[src/rtl/bbox_pkg.sv]
// Shared widths, sequencer state encoding and the result record used by the
// bounding-box frame sequencer.
package bbox_pkg;

    localparam int COORD_W = 11;
    localparam int AREA_W  = 22;

    typedef enum logic [2:0] {
        ST_IDLE,
        ST_KICK,
        ST_WAIT_LOW,
        ST_WAIT_HIGH,
        ST_CALC,
        ST_PRESENT,
        ST_ABORT
    } seq_state_t;

    typedef struct packed {
        logic [COORD_W-1:0] x0;
        logic [COORD_W-1:0] y0;
        logic [COORD_W-1:0] w;
        logic [COORD_W-1:0] h;
        logic [COORD_W-1:0] cx;
        logic [COORD_W-1:0] cy;
        logic [AREA_W-1:0]  area;
        logic               found;
        logic               timeout;
    } bbox_res_t;

endpackage

[src/rtl/bbox_geom.sv]
// Combinational geometry derivation from latched min/max extents.
// An inverted extent pair means the engine found no pixels.
module bbox_geom
    import bbox_pkg::*;
#(
    parameter int unsigned MIN_AREA = 4
) (
    input  logic [COORD_W-1:0] xmin,
    input  logic [COORD_W-1:0] xmax,
    input  logic [COORD_W-1:0] ymin,
    input  logic [COORD_W-1:0] ymax,
    output bbox_res_t          res
);

    logic               empty;
    logic [COORD_W:0]   xsum;
    logic [COORD_W:0]   ysum;
    logic [COORD_W-1:0] w;
    logic [COORD_W-1:0] h;
    logic [AREA_W-1:0]  area;

    always_comb begin
        empty = (xmin > xmax) || (ymin > ymax);
        w     = xmax - xmin + COORD_W'(1);
        h     = ymax - ymin + COORD_W'(1);
        area  = AREA_W'(w) * AREA_W'(h);
        // 12-bit sums keep the carry so the centre never wraps
        xsum  = {1'b0, xmin} + {1'b0, xmax};
        ysum  = {1'b0, ymin} + {1'b0, ymax};

        res = '0;
        if (!empty) begin
            res.x0    = xmin;
            res.y0    = ymin;
            res.w     = w;
            res.h     = h;
            res.cx    = COORD_W'(xsum >> 1);
            res.cy    = COORD_W'(ysum >> 1);
            res.area  = area;
            res.found = (area >= AREA_W'(MIN_AREA));
        end
    end

endmodule

[src/rtl/bbox_frame_sequencer.sv]
// Frame-level controller for the boundingBox scan engine: kick, watchdog-guarded
// wait for done, geometry derivation and a valid/ready result port.
module bbox_frame_sequencer
    import bbox_pkg::*;
#(
    parameter int unsigned WIDTH          = 100,
    parameter int unsigned HEIGHT         = 100,
    parameter int unsigned MIN_AREA       = 4,
    parameter int unsigned TIMEOUT_CYCLES = 3 * WIDTH * HEIGHT + 16
) (
    input  logic               clk,
    input  logic               rst_n,
    input  logic               frame_req,
    output logic               frame_ack,
    output logic               bb_rst_n,
    output logic               bb_start,
    input  logic               bb_done,
    input  logic [COORD_W-1:0] bb_xmin,
    input  logic [COORD_W-1:0] bb_xmax,
    input  logic [COORD_W-1:0] bb_ymin,
    input  logic [COORD_W-1:0] bb_ymax,
    output logic               res_valid,
    input  logic               res_ready,
    output logic [COORD_W-1:0] res_x0,
    output logic [COORD_W-1:0] res_y0,
    output logic [COORD_W-1:0] res_w,
    output logic [COORD_W-1:0] res_h,
    output logic [COORD_W-1:0] res_cx,
    output logic [COORD_W-1:0] res_cy,
    output logic [AREA_W-1:0]  res_area,
    output logic               res_found,
    output logic               res_timeout
);

    localparam int unsigned     WD_W     = $clog2(TIMEOUT_CYCLES + 1);
    localparam logic [WD_W-1:0] WD_LIMIT = WD_W'(TIMEOUT_CYCLES - 1);

    seq_state_t         state;
    seq_state_t         state_nxt;
    logic [WD_W-1:0]    wdog;
    logic               waiting;
    logic               wd_hit;
    logic [COORD_W-1:0] xmin_q;
    logic [COORD_W-1:0] xmax_q;
    logic [COORD_W-1:0] ymin_q;
    logic [COORD_W-1:0] ymax_q;
    bbox_res_t          geom_res;
    bbox_res_t          res_q;

    bbox_geom #(
        .MIN_AREA (MIN_AREA)
    ) u_geom (
        .xmin (xmin_q),
        .xmax (xmax_q),
        .ymin (ymin_q),
        .ymax (ymax_q),
        .res  (geom_res)
    );

    always_comb begin
        waiting = (state == ST_WAIT_LOW) || (state == ST_WAIT_HIGH);
        wd_hit  = (wdog == WD_LIMIT);
    end

    always_ff @(posedge clk) begin
        if (!rst_n) begin
            state  <= ST_IDLE;
            wdog   <= '0;
            xmin_q <= '0;
            xmax_q <= '0;
            ymin_q <= '0;
            ymax_q <= '0;
            res_q  <= '0;
        end else begin
            state <= state_nxt;

            if (state == ST_KICK)
                wdog <= '0;
            else if (waiting && !wd_hit)
                wdog <= wdog + 1'b1;

            if (state == ST_WAIT_HIGH && bb_done && !wd_hit) begin
                xmin_q <= bb_xmin;
                xmax_q <= bb_xmax;
                ymin_q <= bb_ymin;
                ymax_q <= bb_ymax;
            end

            if (state == ST_CALC)
                res_q <= geom_res;
            else if (state == ST_ABORT)
                res_q <= '{timeout: 1'b1, default: '0};
        end
    end

    // Watchdog expiry is tested before bb_done so a late done cannot mask an abort.
    always_comb begin
        state_nxt = state;
        frame_ack = 1'b0;
        bb_start  = 1'b0;
        bb_rst_n  = 1'b1;
        res_valid = 1'b0;
        unique case (state)
            ST_IDLE: begin
                if (frame_req)
                    state_nxt = ST_KICK;
            end
            ST_KICK: begin
                frame_ack = 1'b1;
                bb_start  = 1'b1;
                state_nxt = ST_WAIT_LOW;
            end
            ST_WAIT_LOW: begin
                if (wd_hit)
                    state_nxt = ST_ABORT;
                else if (!bb_done)
                    state_nxt = ST_WAIT_HIGH;
            end
            ST_WAIT_HIGH: begin
                if (wd_hit)
                    state_nxt = ST_ABORT;
                else if (bb_done)
                    state_nxt = ST_CALC;
            end
            ST_CALC: begin
                state_nxt = ST_PRESENT;
            end
            ST_PRESENT: begin
                res_valid = 1'b1;
                if (res_ready)
                    state_nxt = ST_IDLE;
            end
            ST_ABORT: begin
                bb_rst_n  = 1'b0;
                state_nxt = ST_PRESENT;
            end
            default: begin
                state_nxt = ST_IDLE;
            end
        endcase
    end

    assign res_x0      = res_q.x0;
    assign res_y0      = res_q.y0;
    assign res_w       = res_q.w;
    assign res_h       = res_q.h;
    assign res_cx      = res_q.cx;
    assign res_cy      = res_q.cy;
    assign res_area    = res_q.area;
    assign res_found   = res_q.found;
    assign res_timeout = res_q.timeout;

endmodule

[config.mk]
export PLATFORM = sky130hd
export DESIGN_NAME = bbox_frame_sequencer
export DESIGN_NICKNAME = d
export VERILOG_FILES = /design/src/rtl/bbox_pkg.sv /design/src/rtl/bbox_geom.sv /design/src/rtl/bbox_frame_sequencer.sv
export SDC_FILE = /design/constraint.sdc
export NUM_CORES = 1
export LEC_CHECK = 0
export BUFFER_PORTS_ARGS = -buffer_cell sky130_fd_sc_hd__buf_2
export CAP_MARGIN = 10
export CORE_UTILIZATION = 50
export DETAILED_ROUTE_END_ITERATION = 8
export GPL_TIMING_DRIVEN = 1
export PLACE_DENSITY = 0.7
export SYNTH_ARGS = -nofsm -noshare
export SYNTH_HDL_FRONTEND = slang
export SYNTH_SLANG_ARGS = --single-unit
[constraint.sdc]
create_clock -name clk -period 10.71 [get_ports clk]
set_input_delay 1.071 -clock clk [delete_from_list [all_inputs] [get_ports clk]]
set_output_delay 1.071 -clock clk [all_outputs]
set_load 0.02 [all_outputs]
### Word-level counts from Yosys, hierarchy flattened

Index checks and enable logic that the tools add are counted.

* flip-flop bits (word level): 152
* input bits: 49
* output and inout port bits: 94
* word-level logic and storage cells: 63

* $add $sub $neg: 7
* multipliers: 1
* order comparisons: 3
* equal/unequal tests: 11
* muxes and demuxes: 13
* bitwise gates (word level): 1
* reduce and logical (&&, ||, !) cells: 12

Operators with widths (count)
* 2-to-1 mux 90 bit: 2
* 2-to-1 mux 89 bit: 1
* adder 11 x 11 -> 12 bit: 2
* adder 11 x 1 -> 11 bit (second input constant): 2
* greater-or-equal comparator 22 x 3 -> 1 bit (second input constant): 1
* greater-than comparator 11 bit: 2
* multiplier 11 x 11 -> 22 bit: 1
* subtractor 11 bit: 2
* 2-to-1 mux 3 bit: 6
* one-hot mux 3 bit (6 select lines): 1
* adder 15 x 1 -> 15 bit (second input constant): 1
* == test 15 bit (second input constant): 1
* == test 3 bit (second input constant): 3
* == test 3 x 2 -> 1 bit (second input constant): 2
* inequality test 3 bit (second input constant): 2
* OR reduction 2 bit: 3
* inequality test 2 bit (second input constant): 2
* AND reduction 4 bit: 1
* == test 3 x 1 -> 1 bit (second input constant): 1
* logical AND 1 bit: 3
* logical NOT 3 bit: 1
* 2-to-1 mux 1 bit: 3
* logical OR 1 bit: 2
* nonzero test 2 bit: 1
* 2 further kinds: 2

### Depth between registers and ports, before layout

Gate-level depths: netlist (run 1).

* word-level depth: 6
* mapped depth: 32
* mapped depth without buffers: 32

### Hierarchy

From an unflattened synthesis (run 1), not the netlist that was laid out.

* cell total of the unflattened synthesis: 1635
* area total of the unflattened synthesis: 13541.7 um^2

By module, submodules not included
* bbox_geom: times used 1, cells an instance 930, area each 7173.1 um^2, seq. area each 0.0 um^2
* bbox_frame_sequencer: times used 1, cells an instance 705, area each 6368.6 um^2, seq. area each 3042.9 um^2

### Least setup slack after synthesis (run 1)

OpenSTA, ideal clock, no wires.

* path type: flip-flop to flip-flop
* from: register ymax_q[2]
* to: register res_q, in the netlist res_found
* library setup time: 0.138 ns
* arrival time: 7.981 ns
* required time: 10.572 ns
* setup slack: 2.591 ns
* cell stages (with the launch flop): 30
* path buffers: 1
* clock period less this slack: 8.119 ns
* path through: dfxtp_1 > inv_1 > ha_1 > ha_1 > a21o_1 > a21o_1 > maj3_1 > a2111oi_2 > o41ai_1 > a21oi_1 > xnor2_1 > buf_2 > or2_2 > fa_1 > fa_1 > inv_1 > fa_1 > fa_1 > inv_1 > fa_1 > inv_1 > ha_1 > o211ai_1 > a21boi_0 > o32ai_1 > o31ai_1 > xor2_1 > or4_1 > nor4b_1 > a41oi_1

* word-level cells in the longest chain between the ends: 6
* elaborated cells on any way between the ends: 8
* those cells by class: add/sub: 2; mul: 1; order compare: 2; mux: 2; reduce/logical: 1

RTL lines
* from (decl): RTL line bbox_frame_sequencer.sv:46 `logic [COORD_W-1:0] ymax_q;`
* from (signal assigned): RTL line bbox_frame_sequencer.sv:86 `ymax_q <= bb_ymax;`
* subtractor 11 bit: RTL line bbox_geom.sv:25 `h = ymax - ymin + COORD_W'(1);`
* adder 11 x 1 -> 11 bit: RTL line bbox_geom.sv:25
* multiplier 11 x 11 -> 22 bit: RTL line bbox_geom.sv:26 `area = AREA_W'(w) * AREA_W'(h);`
* greater-or-equal comparator 22 x 3 -> 1 bit: RTL line bbox_geom.sv:40 `res.found = (area >= AREA_W'(MIN_AREA));`
* 2-to-1 mux 89 bit *: RTL line bbox_geom.sv:32 `if (!empty) begin`
* 2-to-1 mux 90 bit *: RTL line bbox_frame_sequencer.sv:89 `if (state == ST_CALC)`
* to (signal assigned): RTL line bbox_frame_sequencer.sv:90 `res_q <= geom_res;`
* to (decl): RTL line bbox_frame_sequencer.sv:48 `bbox_res_t res_q;`

Every way passes the cells marked *; elsewhere a longest branch is shown, timed or not.
A chain may end at the register's enable or synchronous reset.

### Final worst setup path (run 1)

Ends and elaborated chain as after synthesis.

==> flow_metrics.tcl, run 1 <==
set metrics [dict create \
    status "finished, final reports clean" \
    grt_overflow 0 \
    seqCellArea_mm2 0.00304 \
    hold_start "res_h[2]" \
    cts_tree "yes" \
    ys_seq_area_share_pct 24.4 \
    clock_latency_ps 440 \
    crit_buf_inv 4 \
    async_flop_share_pct 0 \
    final-setup-viol-count 0 \
    pre_cts_ws_ps 1810 \
    fmax_mhz 112 \
    area_growth_pct 12.1 \
    synth_nets 1732 \
    drive_gt1_share_pct 12.3 \
    crit_fanout 12 \
    cp_slowest_stage_delay_ps 540 \
    grt_use_met3_pct 5.09 \
    h-tree-depth 4 \
    cts_sinks 152 \
    std_cell_rows 57 \
    synth_edf_count 0 \
    post-route-period-util_pct 83.4 \
    timing.rr.start "ymax_q[2]" \
    cts_hold_buf 0 \
    synth_seq_cells 152 \
    startpoint "ymax_q[2]" \
    gr-usage-met2_pct 39.8 \
    numCtsBuffers 17 \
    required_ps 11010 \
    worstMarginPinSlew_ps 1140 \
    p_leak_nw 6.28 \
    layout_commonest_cell "inv_1" \
    powerDensity_mw_per_mm2 211 \
    grtUsageMet1_pct 31.4 \
    die_area_mm2 0.0255 \
    grt_pass1_wl_um 49400 \
    route.detailed.drc 0 \
    place_congestion 0.911 \
    peakVddDrop_uv 104 \
    slowest_stage "fa_1" \
    mostFrequentLayoutCells "188 x inv_1, 166 x nand2_1, 152 x dfxtp_1" \
    ys_warn_count 0 \
    drt_iter0_drc 613 \
    ant_nets 0 \
    grt_pass1_vias 9898 \
    drv_slew 0 \
    num-nets-final 1834 \
    drt_wl_total_um 30000 \
    crit_path_start_kind "register" \
    top_level_ports 143 \
    grt_usage_pct 23.9 \
    synth_area_mm2 0.0124 \
    synth_cell_type_count 59 \
    clk_path_buf_depth 2 \
    drt_pass1_iterations 6 \
    via_per_inst 5.34 \
    antenna_found_initial 0 \
    path_delay_family "adder cells" \
    yosys_most_used_dff "dfxtp_1" \
    core_mm2 0.0244 \
    fin_skew_ps 16.3 \
    synth_area_per_cell_um2 8.54 \
    path_clk_slew_ps 80 \
    dieHeight_um 160 \
    avgRoutedWirePerCell_um 15.8 \
    drv_cap 0 \
    fin_tns_setup_ps 0 \
    arrival_ps 9240 \
    initial_core_util_pct 51.0 \
    final_hold_viol_count 0 \
    die_w_um 160 \
    grt_max_degree 91 \
    finalCriticalPeriod_ps 8930 \
    top_usage_layer "met2" \
    hold_class "reg -> reg" \
    postCtsSetupBuffers 0 \
    critPathKind "reg -> reg" \
    multiInputGateArea_mm2 0.00842 \
    nFillCells 2255 \
    post_cts_resized 0 \
    endpoint_kind "register" \
    clock-root-buffer "clkbuf_16" \
    syn_inst 1457 \
    cpMostUsedCell "fa_1" \
    port_buffers 142 \
    rsz0062_at_grt "false" \
    vias 10100 \
    slew_headroom_pct 23.6 \
    setup_ws_ps 1780 \
    dpl.hpwl_um 22400 \
    antennaDiodeCount 0 \
]
layer usage:
layer	up-vias	routed length (um)	part of all wire, %
met2	248	13800	46
met3	22	1810	6.0
met5	-	0	0
li1	5008	-	-
met1	4850	14000	47
met4	0	345	1.2
worst reg2reg max path: cells and delay by family (launching register included):
family / cells / cell delay, ps
xor+xnor: 2 / 430
buf+inv: 4 / 200
simple gates: 3 / 1270
fa+ha+maj: 9 / 4050
flops: 1 / 380
compound gates: 10 / 2460
cell usage after synthesis, types with 17 or more instances:
cell type    n  share of area, %
ha_1       142                14
a22oi_1     78               4.7
nor3_1      19              0.76
a21boi_0    55               3.3
xnor2_1     36               2.5
nor2_1      78               2.4
xor2_1      32               2.3
dfxtp_1    152                24
inv_1      188               5.7
nand2b_1    25               1.3
and2_1      30               1.5
clkbuf_1    55               1.7
a21oi_1     40               1.6
fa_1        84                14
nand2_1    166               5.0
nand3_1     17              0.68
o21ai_0     27               1.1
nor2b_1     88               4.4
cells by family (layout without fill, tap and decap cells):
logic type | after synthesis | count (layout) | synth area share (%)
AO/OA/AOI/OAI | 279 | 279 | 16.0
XOR/XNOR | 68 | 68 | 4.78
adder cells (fa/ha/maj) | 227 | 227 | 27.9
buffers and inverters | 258 | 372 | 7.95
flip-flops | 152 | 152 | 24.4
multiplexers | 4 | 4 | 0.352
AND/OR/NAND/NOR | 469 | 469 | 18.6
registers in the layout, indices dropped and copies added (netlist names):
| name | count |
|---|---|
| res_w | 11 |
| res_y0 | 11 |
| ymin_q | 11 |
| res_cy | 11 |
| res_found | 1 |
| xmin_q | 11 |
| res_cx | 11 |
| xmax_q | 11 |
| wdog | 15 |
| state | 3 |
| ymax_q | 11 |
| res_timeout | 1 |
| res_x0 | 11 |
| res_area | 22 |
| res_h | 11 |
power by group:
part           internal (mW)  switching [mW]  total [mW]
combinational          0.611            1.06        1.67
clock                  0.331           0.290       0.621
sequential             0.606          0.0437       0.649
final timing paths:
path,end,slack (ps),depth (start not counted)
worst max-delay path,res_found,1780,28
worst min-delay path,res_h[2],450,2
worst max register to register,res_found,1780,28
worst min register to register,res_h[2],450,2
layout make-up:
type / instances / share of cell area [%]
multi-input cells: 1047 / 60.4
flip-flops and latches: 152 / 21.8
well taps: 324 / 2.91
clock buffers: 17 / 3.05
repair buffers: 153 / 5.70
clock inverters: 14 / 1.11
inverters: 188 / 5.06
stage by stage:
| stage | hold WS [ps] | util, % | std cells | instance area, um^2 | power [mW] |
|---|---|---|---|---|---|
| final | 454 | 57.2 | 1895 | 14000 | 2.94 |
| after global routing | 496 | 57.2 | 1895 | 14000 | 3.19 |
| after CTS | 458 | 57.2 | 1895 | 14000 | 2.96 |
| after detailed placement | 443 | 54.8 | 1864 | 13400 | 2.33 |
| after global placement | 435 | 54.8 | 1864 | 13400 | 2.31 |
| after floorplan | 454 | - | 1457 | 12400 | 1.91 |
Note: power is estimated with default switching activity, not from simulation.
==> run 2: changes to the inputs <==
- ABC_AREA: default -> 1
- PLACE_DENSITY: 0.7 -> 0.73
- clock period: 10.71 -> 8 ns (I/O delays scaled with it)
==> flow_metrics.tcl, run 2 <==
set metrics [dict create \
    fmax_mhz 136 \
    top_level_ports 143 \
    grt_pass1_vias 11200 \
    final_design_area_no_fill_mm2 0.0142 \
    drt_iter0_drc 751 \
    via_per_inst 5.22 \
    clock_latency_ps 450 \
    place_area_mm2 0.0135 \
    route.detailed.drc 0 \
    ys_seq_area_share_pct 24.1 \
    fin_skew_ps 11.1 \
    crit_fanout 9 \
    synthTopCellsByArea "dfxtp_1 24%, ha_1 14%, fa_1 13%" \
    path_clk_slew_ps 70 \
    syn_inst 1742 \
    ant_nets 0 \
    num-nets-final 2137 \
    arrival_ps 7640 \
    cp_slowest_stage_delay_ps 560 \
    hold_class "reg -> reg" \
    area_growth_pct 12.3 \
    clock-root-buffer "clkbuf_16" \
    hold_start "res_area[19]" \
    dpl.hpwl_um 25100 \
    drv_slew 0 \
    place_congestion 0.938 \
    ys_warn_count 0 \
    grt_usage_pct 25.9 \
    port_buffers 142 \
    cpMostUsedCell "inv_1" \
    worstMarginPinSlew_ps 1000 \
    clk_path_buf_depth 2 \
    fin_tns_setup_ps 0 \
    final_hold_viol_count 0 \
    synth_nets 2017 \
    critPathKind "reg -> reg" \
    synth_area_mm2 0.0126 \
    status "finished, final reports clean" \
    finalCriticalPeriod_ps 7350 \
    h-tree-depth 4 \
    cts_tree "yes" \
    synth_seq_cells 152 \
    largest_register_ffs 22 \
    slew_headroom_pct 33.3 \
    yosysTopAreaCell "dfxtp_1" \
    drv_cap 0 \
    synth_area_per_cell_um2 7.23 \
    slowest_stage "fa_1" \
    yosys_most_used_dff "dfxtp_1" \
    drt_pass1_iterations 8 \
    post-route-period-util_pct 91.9 \
    mostFrequentLayoutCells "412 x nand2_1, 285 x inv_1, 180 x a21oi_1" \
    drt_wl_total_um 32800 \
    grt_max_degree 92 \
    synth_top_area_share_pct 24.1 \
    die_area_mm2 0.0258 \
    post_cts_resized 0 \
    die_w_um 161 \
    grt_overflow 0 \
    async_flop_share_pct 0 \
    avgRoutedWirePerCell_um 14.9 \
    crit_path_start_kind "register" \
    synth_edf_count 0 \
    postCtsSetupBuffers 0 \
    synth.most_common_cell "nand2_1" \
    drive_gt1_share_pct 12.5 \
    initial_core_util_pct 51.4 \
    numCtsBuffers 17 \
    startpoint "ymax_q[1]" \
    layout_commonest_cell "nand2_1" \
    antenna_found_initial 5 \
    dieHeight_um 161 \
    cts_hold_buf 0 \
    synth_cell_type_count 43 \
    cts_sinks 152 \
    rsz0062_at_grt "false" \
    timing.rr.start "ymax_q[1]" \
    ys_top_cells_by_count "412 x nand2_1, 285 x inv_1, 180 x a21oi_1" \
    grt_pass1_wl_um 54100 \
    required_ps 8290 \
    final-setup-viol-count 0 \
    vias 11500 \
    core_mm2 0.0245 \
    endpoint_kind "register" \
    std_cell_rows 57 \
]
run 2: cell types whose count changed in the layout (fill, tap and decap cells not counted), moves of 53 or more:
cell / delta
a21boi_0: -53
nor2_1: +54
nor2b_1: -88
nand2_1: +246
inv_1: +97
nand3_1: +61
a22oi_1: -78
a21oi_1: +140
run 2: per-stage QoR:
stage | instances | worst slack, ps | hold WS, ps | util, %
global route | 2201 | 207 | 478 | 57.7
floorplan | 1742 | 1250 | 439 | -
finish | 2202 | 651 | 463 | 57.7
detailed placement | 2167 | 729 | 452 | 55.2
global placement | 2167 | 854 | 450 | 55.2
CTS | 2199 | 691 | 463 | 57.7
run 2: per-layer routing:
layer	vias to the layer above	global-route usage (%)	routed length, um
li1	5738	-	-
met1	5346	33.1	14700
met2	356	43.6	15200
met3	56	5.60	2190
met4	4	7.72	716
met5	-	0	27
run 2: area by class of cell:
type | count | area [um^2]
clock buffer | 19 | 453
multi-input combinational | 1242 | 8200
antenna | 3 | 7.51
tap | 324 | 405
clock inverter | 13 | 148
inverter | 297 | 1120
sequential | 152 | 3040
timing repair buffer | 152 | 786
fill | 2334 | 10400
run 2: worst max-delay path: cells and delay by family (launching register included):
family | cells | cell delay (ps)
adder cells (fa/ha/maj) | 9 | 3890
AND/OR/NAND/NOR | 13 | 1380
AO/OA/AOI/OAI | 4 | 590
buffers and inverters | 8 | 500
XOR/XNOR | 1 | 440
flip-flops | 1 | 380
run 2: worst paths after layout:
kind / end / slack, ps / depth (start not counted)
worst min-delay path: res_area[19] / 460 / 2
worst min register to register: res_area[19] / 460 / 2
worst max register to register: res_found / 650 / 35
worst max-delay path: res_found / 650 / 35
run 2: cell families after synthesis:
group	count (synthesis)	synth area share [%]
flip-flops	152	24.1
AND/OR/NAND/NOR	698	23.2
XOR/XNOR	26	1.87
AO/OA/AOI/OAI	292	12.5
adder cells (fa/ha/maj)	226	27.4
buffers and inverters	348	10.8
Power of run 2 is left out: the tool's default activity adds up to more than one toggle a clock period on the data nets, which glitch-free logic cannot reach.
==> run 3: changes to the inputs <==
- BUFFER_PORTS_ARGS: -buffer_cell sky130_fd_sc_hd__buf_2 -> -buffer_cell sky130_fd_sc_hd__buf_4
- SLEW_MARGIN: default -> 15
==> flow_metrics.tcl, run 3 (synthesis gave the netlist of run 2 again) <==
set metrics [dict create \
    status "finished, final reports clean" \
    nFillCells 2310 \
    dieHeight_um 161 \
    endpoint_kind "register" \
    die_w_um 161 \
    drv_slew 0 \
    die_area_mm2 0.0258 \
    drt_pass1_iterations 5 \
    crit_path_start_kind "register" \
    required_ps 8310 \
    final-setup-viol-count 0 \
    largest_register_ffs 22 \
    drive_gt1_share_pct 12.4 \
    cp_slowest_stage_delay_ps 560 \
    drv_cap 0 \
    gr-usage-met2_pct 43.2 \
    place_congestion 0.948 \
    arrival_ps 7600 \
    clk_path_buf_depth 2 \
    slowest_stage "fa_1" \
    clock-root-buffer "clkbuf_16" \
    grt_use_met3_pct 5.50 \
    postLayoutCoreUtil_pct 59.2 \
    cts_sinks 152 \
    slew_headroom_pct 33.2 \
    via_per_inst 5.20 \
    rsz0062_at_grt "false" \
    post-route-period-util_pct 91.1 \
    num-nets-final 2136 \
    vias 11400 \
    initial_core_util_pct 51.4 \
    hold_class "reg -> reg" \
    path_clk_slew_ps 70 \
    grt_max_degree 92 \
    cpMostUsedCell "nand2_1" \
    fmax_mhz 137 \
    multiInputGateArea_mm2 0.00820 \
    cts_hold_buf 0 \
    area_growth_pct 15.2 \
    std_cell_rows 57 \
    drt_iter0_drc 655 \
    seqCellArea_mm2 0.00304 \
    post_cts_resized 0 \
    port_buffers 142 \
    grt_overflow 0 \
    dp.cells 2166 \
    grt_pass1_vias 11300 \
    clock_latency_ps 440 \
    mostFrequentLayoutCells "412 x nand2_1, 285 x inv_1, 180 x a21oi_1" \
    antennaDiodeCount 0 \
    h-tree-depth 4 \
    finalCriticalPeriod_ps 7290 \
    top_level_ports 143 \
    grt_pass1_wl_um 54000 \
    critPathKind "reg -> reg" \
    r2r_cells 35 \
    rrSetupSlack_ps 710 \
    r2r-end "res_found" \
    grt_usage_pct 25.8 \
    timing.rr.start "ymax_q[1]" \
    numCtsBuffers 17 \
    crit_end "res_found" \
    layout_commonest_cell "nand2_1" \
    drt_wl_total_um 32900 \
    dpl.hpwl_um 25600 \
    crit_fanout 9 \
    grtUsageMet1_pct 32.9 \
    core_mm2 0.0245 \
    avgRoutedWirePerCell_um 15.0 \
    startpoint "ymax_q[1]" \
    fin_tns_setup_ps 0 \
    postCtsSetupBuffers 0 \
    antenna_found_initial 0 \
    worstMarginPinSlew_ps 999 \
    top_usage_layer "met2" \
    cts_tree "yes" \
    finalNonFillerCells 2198 \
    fin_skew_ps 18.0 \
    final_hold_viol_count 0 \
    route.detailed.drc 0 \
    ant_nets 0 \
]
run 3: cell count changes in the layout (fill, tap and decap cells not counted), sizes merged:
cell,before,now
inv,301,302
bufinv,1,2
clkinv,6,7
buf,152,151
clkinvlp,2,0
diode,3,0
clkbuf,19,18
run 3: layout make-up:
class / instances / share of cell area (%)
Clock buffer: 18 / 3.03
Clock inverter: 14 / 1.22
Inverter: 297 / 7.69
Multi-Input combinational cell: 1242 / 56.5
Sequential cell: 152 / 21.0
Tap cell: 324 / 2.79
Timing Repair Buffer: 151 / 7.81
run 3: stage by stage:
step / hold slack [ps] / area (um^2) / worst slack [ps]
after floorplan: 439 / 12600 / 1250
after detailed placement: 457 / 13900 / 735
after global placement: 450 / 13900 / 867
final: 465 / 14500 / 714
after global routing: 485 / 14500 / 192
after CTS: 467 / 14500 / 725
run 3: worst max-delay path: cells and delay by family, from the launching register on:
family,cells,cell delay [ps]
and+or+nand+nor,14,1390
AOI/OAI and AO/OA,4,600
buffers and inverters,7,500
adders and majority gates,9,3820
xor gates and xnor gates,1,440
DFF,1,380
run 3: worst min path at each step:
stage / start / endpoint / slack (ps) / cells after the start
6_report: res_area[18] / res_area[18] / 460 / 2
5_1_grt: wdog[11] / wdog[11] / 490 / 2
4_1_cts: res_area[5] / res_area[5] / 470 / 2
3_5_place_dp: res_area[5] / res_area[5] / 460 / 2
3_3_place_gp: wdog[11] / wdog[11] / 450 / 2
2_1_floorplan: wdog[11] / wdog[11] / 440 / 2
run 3: layer usage:
metal / wire length (um) / vias to the layer above
li1: - / 5729
met1: 14600 / 5317
met2: 15200 / 338
met3: 2160 / 56
met4: 922 / 0
met5: 0 / -
Power of run 3 is left out for the same reason.
